### src/rtl/fetch_stage_pkg.sv
// Shared definitions for the instruction-fetch stage.
//   DEFAULT_RESET_PC  - PC of the first fetch after reset
//   DEFAULT_NOP_INSTR - bubble instruction shown to decode (addi x0,x0,0)
//   fetch_state_t     - fetch control states
//   align_word()      - clears the byte-offset bits of an address
package fetch_stage_pkg;

    localparam logic [31:0] DEFAULT_RESET_PC  = 32'h0000_0000;
    localparam logic [31:0] DEFAULT_NOP_INSTR = 32'h0000_0013;
    localparam logic [31:0] WORD_MASK         = 32'hFFFF_FFFC;

    typedef enum logic [1:0] {
        S_BOOT,
        S_RUN,
        S_STALL
    } fetch_state_t;

    function automatic logic [31:0] align_word(input logic [31:0] addr);
        return addr & WORD_MASK;
    endfunction

endpackage

### src/rtl/fetch_stage_if.sv
// F/D boundary bundle between the fetch stage and decode.
//   valid    - bundle holds a real instruction
//   instr    - fetched instruction (NOP when not valid)
//   pc       - PC of instr
//   pc_plus4 - pc + 4
// master: driven by fetch; slave: consumed by decode.
interface data_fetch_io;

    logic        valid;
    logic [31:0] instr;
    logic [31:0] pc;
    logic [31:0] pc_plus4;

    modport master (output valid, instr, pc, pc_plus4);
    modport slave  (input  valid, instr, pc, pc_plus4);

endinterface

### src/rtl/fetch_stage_hold.sv
// Hold register and instruction output mux for the F/D boundary.
// The instruction memory answers one cycle after a request and is not
// re-read while stalled, so the word present on the first stalled cycle
// is captured here and replayed until the stall ends.
// Ports:
//   clk, rstn   - clock, synchronous active-low reset
//   squash      - bundle is being replaced by a bubble (flush or redirect)
//   stall       - F/D bundle is being held
//   valid_d     - current bundle is a real instruction
//   imem_rdata  - memory read data (answer to last cycle's request)
//   instr_d     - instruction presented to decode
module fetch_hold_reg
    import fetch_stage_pkg::*;
#(
    parameter logic [31:0] NOP_INSTR = DEFAULT_NOP_INSTR
) (
    input  logic        clk,
    input  logic        rstn,
    input  logic        squash,
    input  logic        stall,
    input  logic        valid_d,
    input  logic [31:0] imem_rdata,
    output logic [31:0] instr_d
);

    logic        held;
    logic [31:0] hold_instr;

    // Capture only on the first stalled cycle; later cycles see stale or
    // garbage read data because no request is outstanding.
    always_ff @(posedge clk) begin
        if (!rstn) begin
            held       <= 1'b0;
            hold_instr <= NOP_INSTR;
        end else if (squash) begin
            held <= 1'b0;
        end else if (stall) begin
            if (!held) begin
                hold_instr <= imem_rdata;
                held       <= 1'b1;
            end
        end else begin
            held <= 1'b0;
        end
    end

    // Reset forces a NOP immediately so nothing stale leaks into decode.
    always_comb begin
        instr_d = imem_rdata;
        if (!rstn || !valid_d) begin
            instr_d = NOP_INSTR;
        end else if (held) begin
            instr_d = hold_instr;
        end
    end

endmodule

### src/rtl/fetch_stage.sv
// Instruction-fetch stage: owns the PC, drives the 1-cycle-latency
// instruction memory and registers the bundle at the F/D boundary.
// Ports:
//   clk, rstn        - clock, synchronous active-low reset
//   stall_f          - hold PC and F/D bundle
//   flush_d          - replace the F/D bundle by a bubble
//   pc_src/pc_target - redirect request from EX and its target
//   imem_en/addr     - instruction memory request
//   imem_rdata       - memory read data, one cycle after imem_en
//   dec              - bundle to decode (valid, instr, pc, pc_plus4)
module fetch_stage
    import fetch_stage_pkg::*;
#(
    parameter logic [31:0] RESET_PC  = DEFAULT_RESET_PC,
    parameter logic [31:0] NOP_INSTR = DEFAULT_NOP_INSTR
) (
    input  logic         clk,
    input  logic         rstn,
    input  logic         stall_f,
    input  logic         flush_d,
    input  logic         pc_src,
    input  logic [31:0]  pc_target,
    output logic         imem_en,
    output logic [31:0]  imem_addr,
    input  logic [31:0]  imem_rdata,
    data_fetch_io.master dec
);

    fetch_state_t state_q;
    fetch_state_t state_d;

    logic [31:0] pc_f;
    logic [31:0] pc_next;
    logic        valid_d;
    logic [31:0] pc_d;
    logic [31:0] pc_plus4_d;
    logic [31:0] instr_d;

    always_ff @(posedge clk) begin
        if (!rstn) begin
            state_q <= S_BOOT;
        end else begin
            state_q <= state_d;
        end
    end

    // A redirect pulls the stage out of a stall even while stall_f is high.
    always_comb begin
        state_d = state_q;
        case (state_q)
            S_BOOT:  state_d = S_RUN;
            S_RUN:   if (stall_f && !pc_src) state_d = S_STALL;
            S_STALL: if (!stall_f || pc_src) state_d = S_RUN;
            default: state_d = S_RUN;
        endcase
    end

    assign imem_en   = (state_q != S_BOOT) && !stall_f && rstn;
    assign imem_addr = pc_f;

    // The PC advances exactly when a read is issued, so the first unstalled
    // cycle after a stall moves on instead of re-reading the same word.
    always_comb begin
        pc_next = pc_f;
        if (pc_src) begin
            pc_next = align_word(pc_target);
        end else if (imem_en) begin
            pc_next = pc_f + 32'd4;
        end
    end

    // On flush/redirect pc_d and pc_plus4_d keep their old values.
    always_ff @(posedge clk) begin
        if (!rstn) begin
            pc_f       <= RESET_PC;
            valid_d    <= 1'b0;
            pc_d       <= 32'h0;
            pc_plus4_d <= 32'h0;
        end else begin
            pc_f <= pc_next;
            if (flush_d || pc_src) begin
                valid_d <= 1'b0;
            end else if (!stall_f) begin
                pc_d       <= pc_f;
                pc_plus4_d <= pc_f + 32'd4;
                valid_d    <= imem_en;
            end
        end
    end

    fetch_hold_reg #(
        .NOP_INSTR (NOP_INSTR)
    ) u_hold (
        .clk        (clk),
        .rstn       (rstn),
        .squash     (flush_d || pc_src),
        .stall      (stall_f),
        .valid_d    (valid_d),
        .imem_rdata (imem_rdata),
        .instr_d    (instr_d)
    );

    assign dec.valid    = valid_d;
    assign dec.instr    = instr_d;
    assign dec.pc       = pc_d;
    assign dec.pc_plus4 = pc_plus4_d;

endmodule

### src/flat_wrapper.sv
// flat-port wrapper written by rule: the top's interface ports become plain ports
module fetch_stage_flat import fetch_stage_pkg::*;
#(
    parameter logic [31:0] RESET_PC  = DEFAULT_RESET_PC,
    parameter logic [31:0] NOP_INSTR = DEFAULT_NOP_INSTR
)
  (clk, rstn, stall_f, flush_d, pc_src, pc_target, imem_en, imem_addr, imem_rdata, dec_valid, dec_instr, dec_pc, dec_pc_plus4);
  data_fetch_io dec_i ();
  input  logic clk;
  input  logic rstn;
  input  logic stall_f;
  input  logic flush_d;
  input  logic pc_src;
  input  logic [31:0] pc_target;
  output logic imem_en;
  output logic [31:0] imem_addr;
  input  logic [31:0] imem_rdata;
  output wire logic [$bits(dec_i.valid)-1:0] dec_valid;
  output wire logic [$bits(dec_i.instr)-1:0] dec_instr;
  output wire logic [$bits(dec_i.pc)-1:0] dec_pc;
  output wire logic [$bits(dec_i.pc_plus4)-1:0] dec_pc_plus4;
  assign dec_valid = dec_i.valid;
  assign dec_instr = dec_i.instr;
  assign dec_pc = dec_i.pc;
  assign dec_pc_plus4 = dec_i.pc_plus4;
  fetch_stage #(.RESET_PC(RESET_PC), .NOP_INSTR(NOP_INSTR)) u_core (.clk(clk), .rstn(rstn), .stall_f(stall_f), .flush_d(flush_d), .pc_src(pc_src), .pc_target(pc_target), .imem_en(imem_en), .imem_addr(imem_addr), .imem_rdata(imem_rdata), .dec(dec_i));
endmodule
### config.mk
export PLATFORM = sky130hd
export DESIGN_NAME = fetch_stage_flat
export DESIGN_NICKNAME = d
export VERILOG_FILES = /design/src/rtl/fetch_stage_pkg.sv /design/src/rtl/fetch_stage_if.sv /design/src/rtl/fetch_stage_hold.sv /design/src/rtl/fetch_stage.sv /design/src/flat_wrapper.sv
export SDC_FILE = /design/constraint.sdc
export NUM_CORES = 1
export LEC_CHECK = 0
export CELL_PAD_IN_SITES_DETAIL_PLACEMENT = 0
export CELL_PAD_IN_SITES_GLOBAL_PLACEMENT = 1
export CORE_AREA = 2 2 135 137
export DETAILED_ROUTE_END_ITERATION = 6
export DIE_AREA = 0 0 137 139
export PLACE_DENSITY_LB_ADDON = 0.1
export SLEW_MARGIN = 30
export SYNTH_ARGS = -nofsm -noshare
export SYNTH_HDL_FRONTEND = slang
export SYNTH_SLANG_ARGS = --single-unit
### constraint.sdc
create_clock -name clk -period 3.5 [get_ports clk]
set_input_delay 1.05 -clock clk [delete_from_list [all_inputs] [get_ports clk]]
set_output_delay 1.05 -clock clk [all_outputs]
set_load 0.03 [all_outputs]
Yosys cells after proc, flatten, opt, wreduce, memory -nomap -nowiden. Cells that the tools add are included.

Add/sub/neg operators: 1. Equality and inequality tests: 4. Mux-type cells: 8. Bitwise gates (word level): 3. Reduce and logical (&&, ||, !) cells: 17.

Operator list (number): $mux 32 (4); $add 32x3->32 const B (1); $reduce_and 2->1 (3); $logic_not 1->1 (4); $mux 2 (2); $ne 2x1->1 const B (2); $pmux 2 s2 (1); $reduce_bool 2->1 (2); $reduce_or 2->1 (2); $logic_and 1x1->1 (3); $logic_or 1x1->1 (3); $not 1->1 (3); $eq 2x1->1 const B (1); $eq 2x2->1 const B (1); $mux 1 (1).

Register bits after elaboration: 132. Output and inout bits: 130. Logic and storage cells: 41.

Logic depth before layout (Yosys ltp). Gate-level depths: netlist of the first run.

Depth after elaboration: 5. Mapped depth: 7.

Cells and area by module. From an unflattened synthesis of the first run, not the netlist that was laid out.

Cell total of the unflattened synthesis: 737. Area total of the unflattened synthesis: 6130.9 um^2.

By module, submodules not included: fetch_stage (instances 1, cells each 524, area an instance 4325.4 um^2, seq. area each 1861.8 um^2); fetch_hold_reg (instances 1, cells each 213, area an instance 1805.5 um^2, seq. area each 660.6 um^2).

Least setup slack after synthesis of the first run. Ideal clock, no wire load.

Path kind: in2out. Start point: in rstn. End point: out dec_instr[21]. Arrival time: 2238 ps. Data required time: 2450 ps. Setup slack: 212 ps. Stages on the path: 5. Buffers on the path: 3. Cell sequence: clkbuf_1 nand2_1 clkbuf_1 clkbuf_1 nor2_1.

Longest elaborated chain between the ends: 3.

RTL lines: start, declared (line flat_wrapper.sv:10) `input logic rstn;`; $logic_not 1->1; $logic_or 1x1->1 (line fetch_stage_hold.sv:50) `if (!rstn || !valid_d) begin`; $mux 32 (line fetch_stage_hold.sv:50); end, declared (line flat_wrapper.sv:19) `output wire logic [$bits(dec_i.instr)-1:0] dec_instr;`.

No other way between the ends.

Final worst setup path of the first run.
Start point: in stall_f. End point: out imem_en.

Longest elaborated chain between the ends: 3.

RTL lines: start, declared (line flat_wrapper.sv:11) `input logic stall_f;`; $logic_not 1->1 (line fetch_stage.sv:58) `assign imem_en = (state_q != S_BOOT) && !stall_f && rstn;`; $logic_and 1x1->1 (2 in a row) (line fetch_stage.sv:58); end, declared (line flat_wrapper.sv:15) `output logic imem_en;`.

No other way between the ends.

==> impl_metrics.json, run 1 <==
{
  "post_cts_resize_count": 0,
  "drc": 0,
  "post-route-cell-area_um2": 8850,
  "maxCapViolCount": 0,
  "place.port_buffers": 190,
  "critPathArrivalTime_ps": 2170,
  "switching_power_mw": 1.07,
  "finalNonFillerCells": 1200,
  "p_per_area_nw_per_um2": 463,
  "timing.clock.skew_ps": 6.80,
  "status": "finished clean",
  "setup_tns_ps": 0,
  "dp_slack_ps": 274,
  "setup_viol_count_final": 0,
  "postSynth.asyncResetShare": 0,
  "grt.overflow.total": 0,
  "min_delay_worst_endpoint": "u_core.dec.pc[29]",
  "timing.critical_path.to_type": "output pin",
  "p_seq_frac": 0.388,
  "start_kind": "input pin",
  "timing.final.crit_share": 0.919,
  "area_growth_syn_to_layout_pct": 42.5,
  "clock-root-buffer": "clkbuf_16",
  "min_delay_path_class": "reg2reg",
  "synth_top_area_share": 0.406,
  "p_int_mw": 3.02,
  "maxClockFrequency_mhz": 311,
  "clock_sinks": 126,
  "syn-cell-area_um2": 6210,
  "timing_hold_violations_final": 0,
  "gp_routability_congestion": 0.782,
  "die_width_um": 137,
  "final_common_cell": "clkdlybuf4s50_1",
  "drt-initial-drc-count": 284,
  "insertion_delay_of_the_later_clocked_pin_in_the_worst_skew_pair_ps": 420,
  "cts_hold_buffers": 0,
  "first_global_vias": 6040,
  "drt_pass1_iterations": 5,
  "ys_seq_area_frac": 0.406,
  "worst-endpoint-required_ps": 2450,
  "drt.antenna.violating_nets": 0,
  "htree_levels": 4,
  "initial_core_util": 0.352,
  "most-common-layout-cells": "157 x clkdlybuf4s50_1, 149 x nand2_1, 125 x dfxtp_1",
  "fp-row-count": 49,
  "final.fill_count": 1692,
  "initial_antenna_violation_count": 0,
  "area.sequential_um2": 2520,
  "multi_input_area_um2": 3350,
  "post_dp_cell_area_um2": 8200,
  "max-slew-margin-rel": 0.416,
  "floorplan.core_area_um2": 17700,
  "vias": 6389,
  "hold_start": "u_core.dec.pc[29]",
  "post_drt_via_cell_ratio": 5.32,
  "p_comb_frac": 0.133,
  "die_area_um2": 19000,
  "highest_ir_drop_seen_on_vdd_mv": 0.359,
  "grt_pass1_wl_mm": 32.4,
  "cts-root-to-sink-buffers": 2,
  "holdPathStages": 2,
  "groute.usage.overall": 0.214,
  "final.hold.worst_slack_ps": 452,
  "worst_r2r_endpoint": "u_core.dec.pc_plus4[28]",
  "grt_max_degree": 53,
  "netSwitchingFraction": 0.262,
  "cts.clk_slew.worst_paths_ps": 60,
  "post-dp-hpwl_mm": 14.4,
  "p_clk_frac": 0.479,
  "worstMarginPinSlew_ps": 867,
  "yosys_warnings": 0,
  "ys_seq_elements": 126,
  "finalMaxSlewViolations": 0,
  "ys_dominant_reg_cell": "dfxtp_1",
  "ioPinCount": 199,
  "path_max_fanout": 7,
  "synth_enable_flop_cells": 0,
  "final_design_utilization": 0.501,
  "cts_tree": "done",
  "antennaDiodeCount": 0,
  "syn_avg_cell_area_um2": 7.71,
  "cts-buffers-inserted": 17,
  "synth_top_cells_by_area": "dfxtp_1 41%, nand2_1 9.0%, a21oi_1 5.7%, mux2i_1 5.3%, o21ai_0 4.2%",
  "finalWirelength_mm": 20.5,
  "post_cts.repair.setup_buffers": 0,
  "finalWorstSetupSlack_ps": 282,
  "synth_largest_area_cell": "dfxtp_1",
  "wire_per_inst_um": 17.1,
  "r2r_cells": 5,
  "die_height_um": 139,
  "power.total_mw": 4.10,
  "power.static_leakage_nw": 2.97,
  "timing.reg2reg.setup_slack_ps": 900,
  "worstSetupPathType": "in2out",
  "setup_repair_after_global_routing_missed_its_margin": "no",
  "nets": 1028,
  "r2r_start": "u_core.imem_addr[2]",
  "drive_above_1_share": 0.103,
  "post_synth_num_cell_types": 48,
  "layout_min_cycle_time_ps": 3220,
  "syn_inst": 806,
  "placedCellCount": 1168
}
[cells in the mapped netlist, types with 2 or more instances]
cell type / count
a211oi_1: 16
a21oi_1: 71
a311oi_1: 6
a31o_2: 3
a31oi_1: 23
and2_1: 4
and3_1: 7
and4_1: 4
buf_1: 5
buf_2: 8
buf_4: 10
clkbuf_1: 59
dfxtp_1: 126
inv_1: 5
mux2i_1: 33
nand2_1: 149
nand2b_1: 3
nand3_1: 19
nand4_1: 17
nor2_1: 59
nor2b_1: 7
nor3_1: 18
nor3b_1: 2
nor4_1: 20
o21ai_0: 52
o31a_1: 3
o31ai_1: 9
o41a_1: 4
or3_1: 17
or4_1: 13
xnor2_1: 14
xor2_1: 4
[state kept, by name, summed over array words and instances, names as in the netlist]
name,flops
u_core.dec.valid,1
u_core.dec.pc_plus4,30
u_core.dec.pc,30
u_core.u_hold.hold_instr,32
u_core.state_q,2
u_core.u_hold.held,1
u_core.imem_addr,30
[cell families after synthesis]
family / count (synthesis) / share of synthesized area
DFF: 126 / 0.406
other: 1 / 0.000603
muxes: 33 / 0.0532
xor gates and xnor gates: 18 / 0.0254
AOI/OAI and AO/OA: 195 / 0.188
adders and majority gates: 1 / 0.00201
buffers and inverters: 88 / 0.0608
and+or+nand+nor: 344 / 0.264
[cell type report]
| cell class | count | area share |
|---|---|---|
| Clock buffer | 18 | 0.0496 |
| Inverter | 6 | 0.00254 |
| Multi-Input combinational cell | 597 | 0.378 |
| Clock inverter | 14 | 0.0242 |
| Sequential cell | 126 | 0.285 |
| Timing Repair Buffer | 210 | 0.228 |
| Tap cell | 229 | 0.0324 |
[how the worst max path moves through the flow]
stage	depth (start not counted)	slack, ps	to	startpoint
CTS	4	280	imem_en	stall_f
global placement	7	300	u_core.imem_addr[30]	rstn
detailed placement	4	270	imem_en	stall_f
finish	4	280	imem_en	stall_f
floorplan	5	210	dec_instr[21]	rstn
global route	5	210	dec_instr[5]	rstn
[critical path: stages]
cell and delay (ps):
clkdlybuf4s50_1 520, o21bai_2 270, nor2_1 140, buf_4 190
[power by group through the flow]
stage               registers (mW)  clock network (mW)  logic [mW]
finish                        1.59                1.96       0.543
global route                  1.60                2.05       0.586
CTS                           1.59                2.00       0.547
detailed placement            1.62                   0       0.544
global placement              1.62                   0       0.538
floorplan                     1.66                   0       0.244
[routing by layer]
metal / share of wire / vias up / global-route usage
li1: - / 3161 / -
met4: 0.014 / 0 / 0.0673
met3: 0.066 / 24 / 0.0391
met1: 0.45 / 2985 / 0.283
met5: 0 / - / 0
met2: 0.47 / 219 / 0.350
No activity file was read; power rests on OpenSTA's default activity.
==> run 2, diff against run 1 <==
--- a/config.mk
+++ b/config.mk
@@ -11,7 +11,7 @@
 export DETAILED_ROUTE_END_ITERATION = 6
 export DIE_AREA = 0 0 137 139
 export PLACE_DENSITY_LB_ADDON = 0.1
-export SLEW_MARGIN = 30
+export SLEW_MARGIN = 20
 export SYNTH_ARGS = -nofsm -noshare
 export SYNTH_HDL_FRONTEND = slang
 export SYNTH_SLANG_ARGS = --single-unit
==> run 2 against run 1 <==
Clock-buffer cell count is 2 higher. Final cell count hardly changed. Final area is 0.89% lower. Total power is 6.0% lower. Critical endpoint is now dec_instr[18]. Largest power group unchanged.
==> impl_metrics.json, run 2 (synthesis results as in run 1) <==
{
  "status": "finished clean",
  "timing.final.crit_share": 0.922,
  "area_growth_syn_to_layout_pct": 41.2,
  "vias": 6366,
  "antennaDiodeCount": 0,
  "die_area_um2": 19000,
  "post_cts.repair.setup_buffers": 0,
  "timing.critical_path.to_type": "output pin",
  "worst_r2r_endpoint": "u_core.dec.pc_plus4[28]",
  "most-common-layout-cells": "157 x clkdlybuf4s50_1, 149 x nand2_1, 125 x dfxtp_1",
  "timing.reg2reg.setup_slack_ps": 880,
  "worst-endpoint-required_ps": 2450,
  "clock_sinks": 126,
  "post-dp-hpwl_mm": 14.3,
  "drt_pass1_iterations": 5,
  "min_delay_worst_endpoint": "u_core.dec.pc[29]",
  "holdPathStages": 2,
  "insertion_delay_of_the_later_clocked_pin_in_the_worst_skew_pair_ps": 420,
  "htree_levels": 4,
  "cts-buffers-inserted": 17,
  "worst_setup_path_startpoint": "rstn",
  "cts-root-to-sink-buffers": 2,
  "drc": 0,
  "initial_antenna_violation_count": 0,
  "maxClockFrequency_mhz": 310,
  "post_drt_via_cell_ratio": 5.31,
  "worstMarginPinSlew_ps": 873,
  "cts_tree": "done",
  "drt.antenna.violating_nets": 0,
  "cts_hold_buffers": 0,
  "final.hold.worst_slack_ps": 452,
  "post_dp_cell_area_um2": 8200,
  "path_max_fanout": 29,
  "start_kind": "input pin",
  "max_flop_register": "u_core.u_hold.hold_instr",
  "place.port_buffers": 190,
  "finalWirelength_mm": 20.4,
  "largest_register_ff_count": 32,
  "gp_routability_congestion": 0.782,
  "post_cts_resize_count": 0,
  "power.static_leakage_nw": 2.94,
  "maxCapViolCount": 0,
  "highest_ir_drop_seen_on_vdd_mv": 0.357,
  "timing_hold_violations_final": 0,
  "r2r_cells": 5,
  "ioPinCount": 199,
  "max-slew-margin-rel": 0.413,
  "grt_pass1_wl_mm": 32.4,
  "die_height_um": 139,
  "setup_viol_count_final": 0,
  "power.total_mw": 3.85,
  "setup_repair_after_global_routing_missed_its_margin": "no",
  "post-route-cell-area_um2": 8770,
  "setup_tns_ps": 0,
  "layout_min_cycle_time_ps": 3230,
  "hold_start": "u_core.dec.pc[29]",
  "fp-row-count": 49,
  "grt.overflow.total": 0,
  "final_common_cell": "clkdlybuf4s50_1",
  "drive_above_1_share": 0.101,
  "grt_max_degree": 53,
  "timing.clock.skew_ps": 10.7,
  "drt-initial-drc-count": 347,
  "cts.clk_slew.worst_paths_ps": 50,
  "p_per_area_nw_per_um2": 439,
  "r2r_start": "u_core.imem_addr[2]",
  "first_global_vias": 6027,
  "wire_per_inst_um": 17.0,
  "nets": 1028,
  "critPathArrivalTime_ps": 2180,
  "groute.usage.overall": 0.214,
  "floorplan.core_area_um2": 17700,
  "die_width_um": 137,
  "clock-root-buffer": "clkbuf_16",
  "min_delay_path_class": "reg2reg",
  "worstSetupPathType": "in2out",
  "initial_core_util": 0.352,
  "finalMaxSlewViolations": 0
}
## run 2: cell count changes in the layout (fill, tap and decap cells not counted)
cell / delta
bufinv_16: -3
clkinvlp_4: -1
inv_6: -2
clkinv_2: +2
clkbuf_1: +1
clkbuf_8: +1
clkinv_4: +1
## run 2: per-stage QoR
stage,util,cells,worst slack (ps)
5_1_grt,0.497,1199,210
3_5_place_dp,0.464,1168,276
4_1_cts,0.497,1199,283
3_3_place_gp,0.464,1168,299
6_report,0.497,1199,273
2_1_floorplan,-,811,212
## run 2: layout make-up
class / count / area [µm²]
Inverter: 6 / 22.5
Tap cell: 229 / 287
Multi-Input combinational cell: 597 / 3350
Timing Repair Buffer: 210 / 2020
Clock inverter: 11 / 118
Sequential cell: 126 / 2520
Fill cell: 1729 / 8880
Clock buffer: 20 / 457
## run 2: worst max-delay path by stage
stage,slack (ps),cells past startpoint,to
detailed placement,280,7,u_core.imem_addr[30]
global placement,300,7,u_core.imem_addr[30]
CTS,280,5,dec_instr[18]
floorplan,210,5,dec_instr[21]
finish,270,5,dec_instr[18]
global route,210,5,dec_instr[29]
## run 2: report_power, final
part	internal [mW]	total, mW	switching (mW)
combinational	0.242	0.542	0.300
sequential	1.50	1.59	0.0913
clock	1.08	1.72	0.642
total	2.82	3.85	1.03
## run 2: worst max-delay path, cell delays in order
cell             delay [ps]
clkdlybuf4s50_1         500
nand2_1                  60
buf_4                   230
nor2_1                  150
buf_4                   170
## run 2: metal layers
metal | track usage | wire [µm]
met4 | 0.0591 | 216
met5 | 0 | 0
met1 | 0.285 | 9150
met2 | 0.348 | 9670
met3 | 0.0457 | 1340
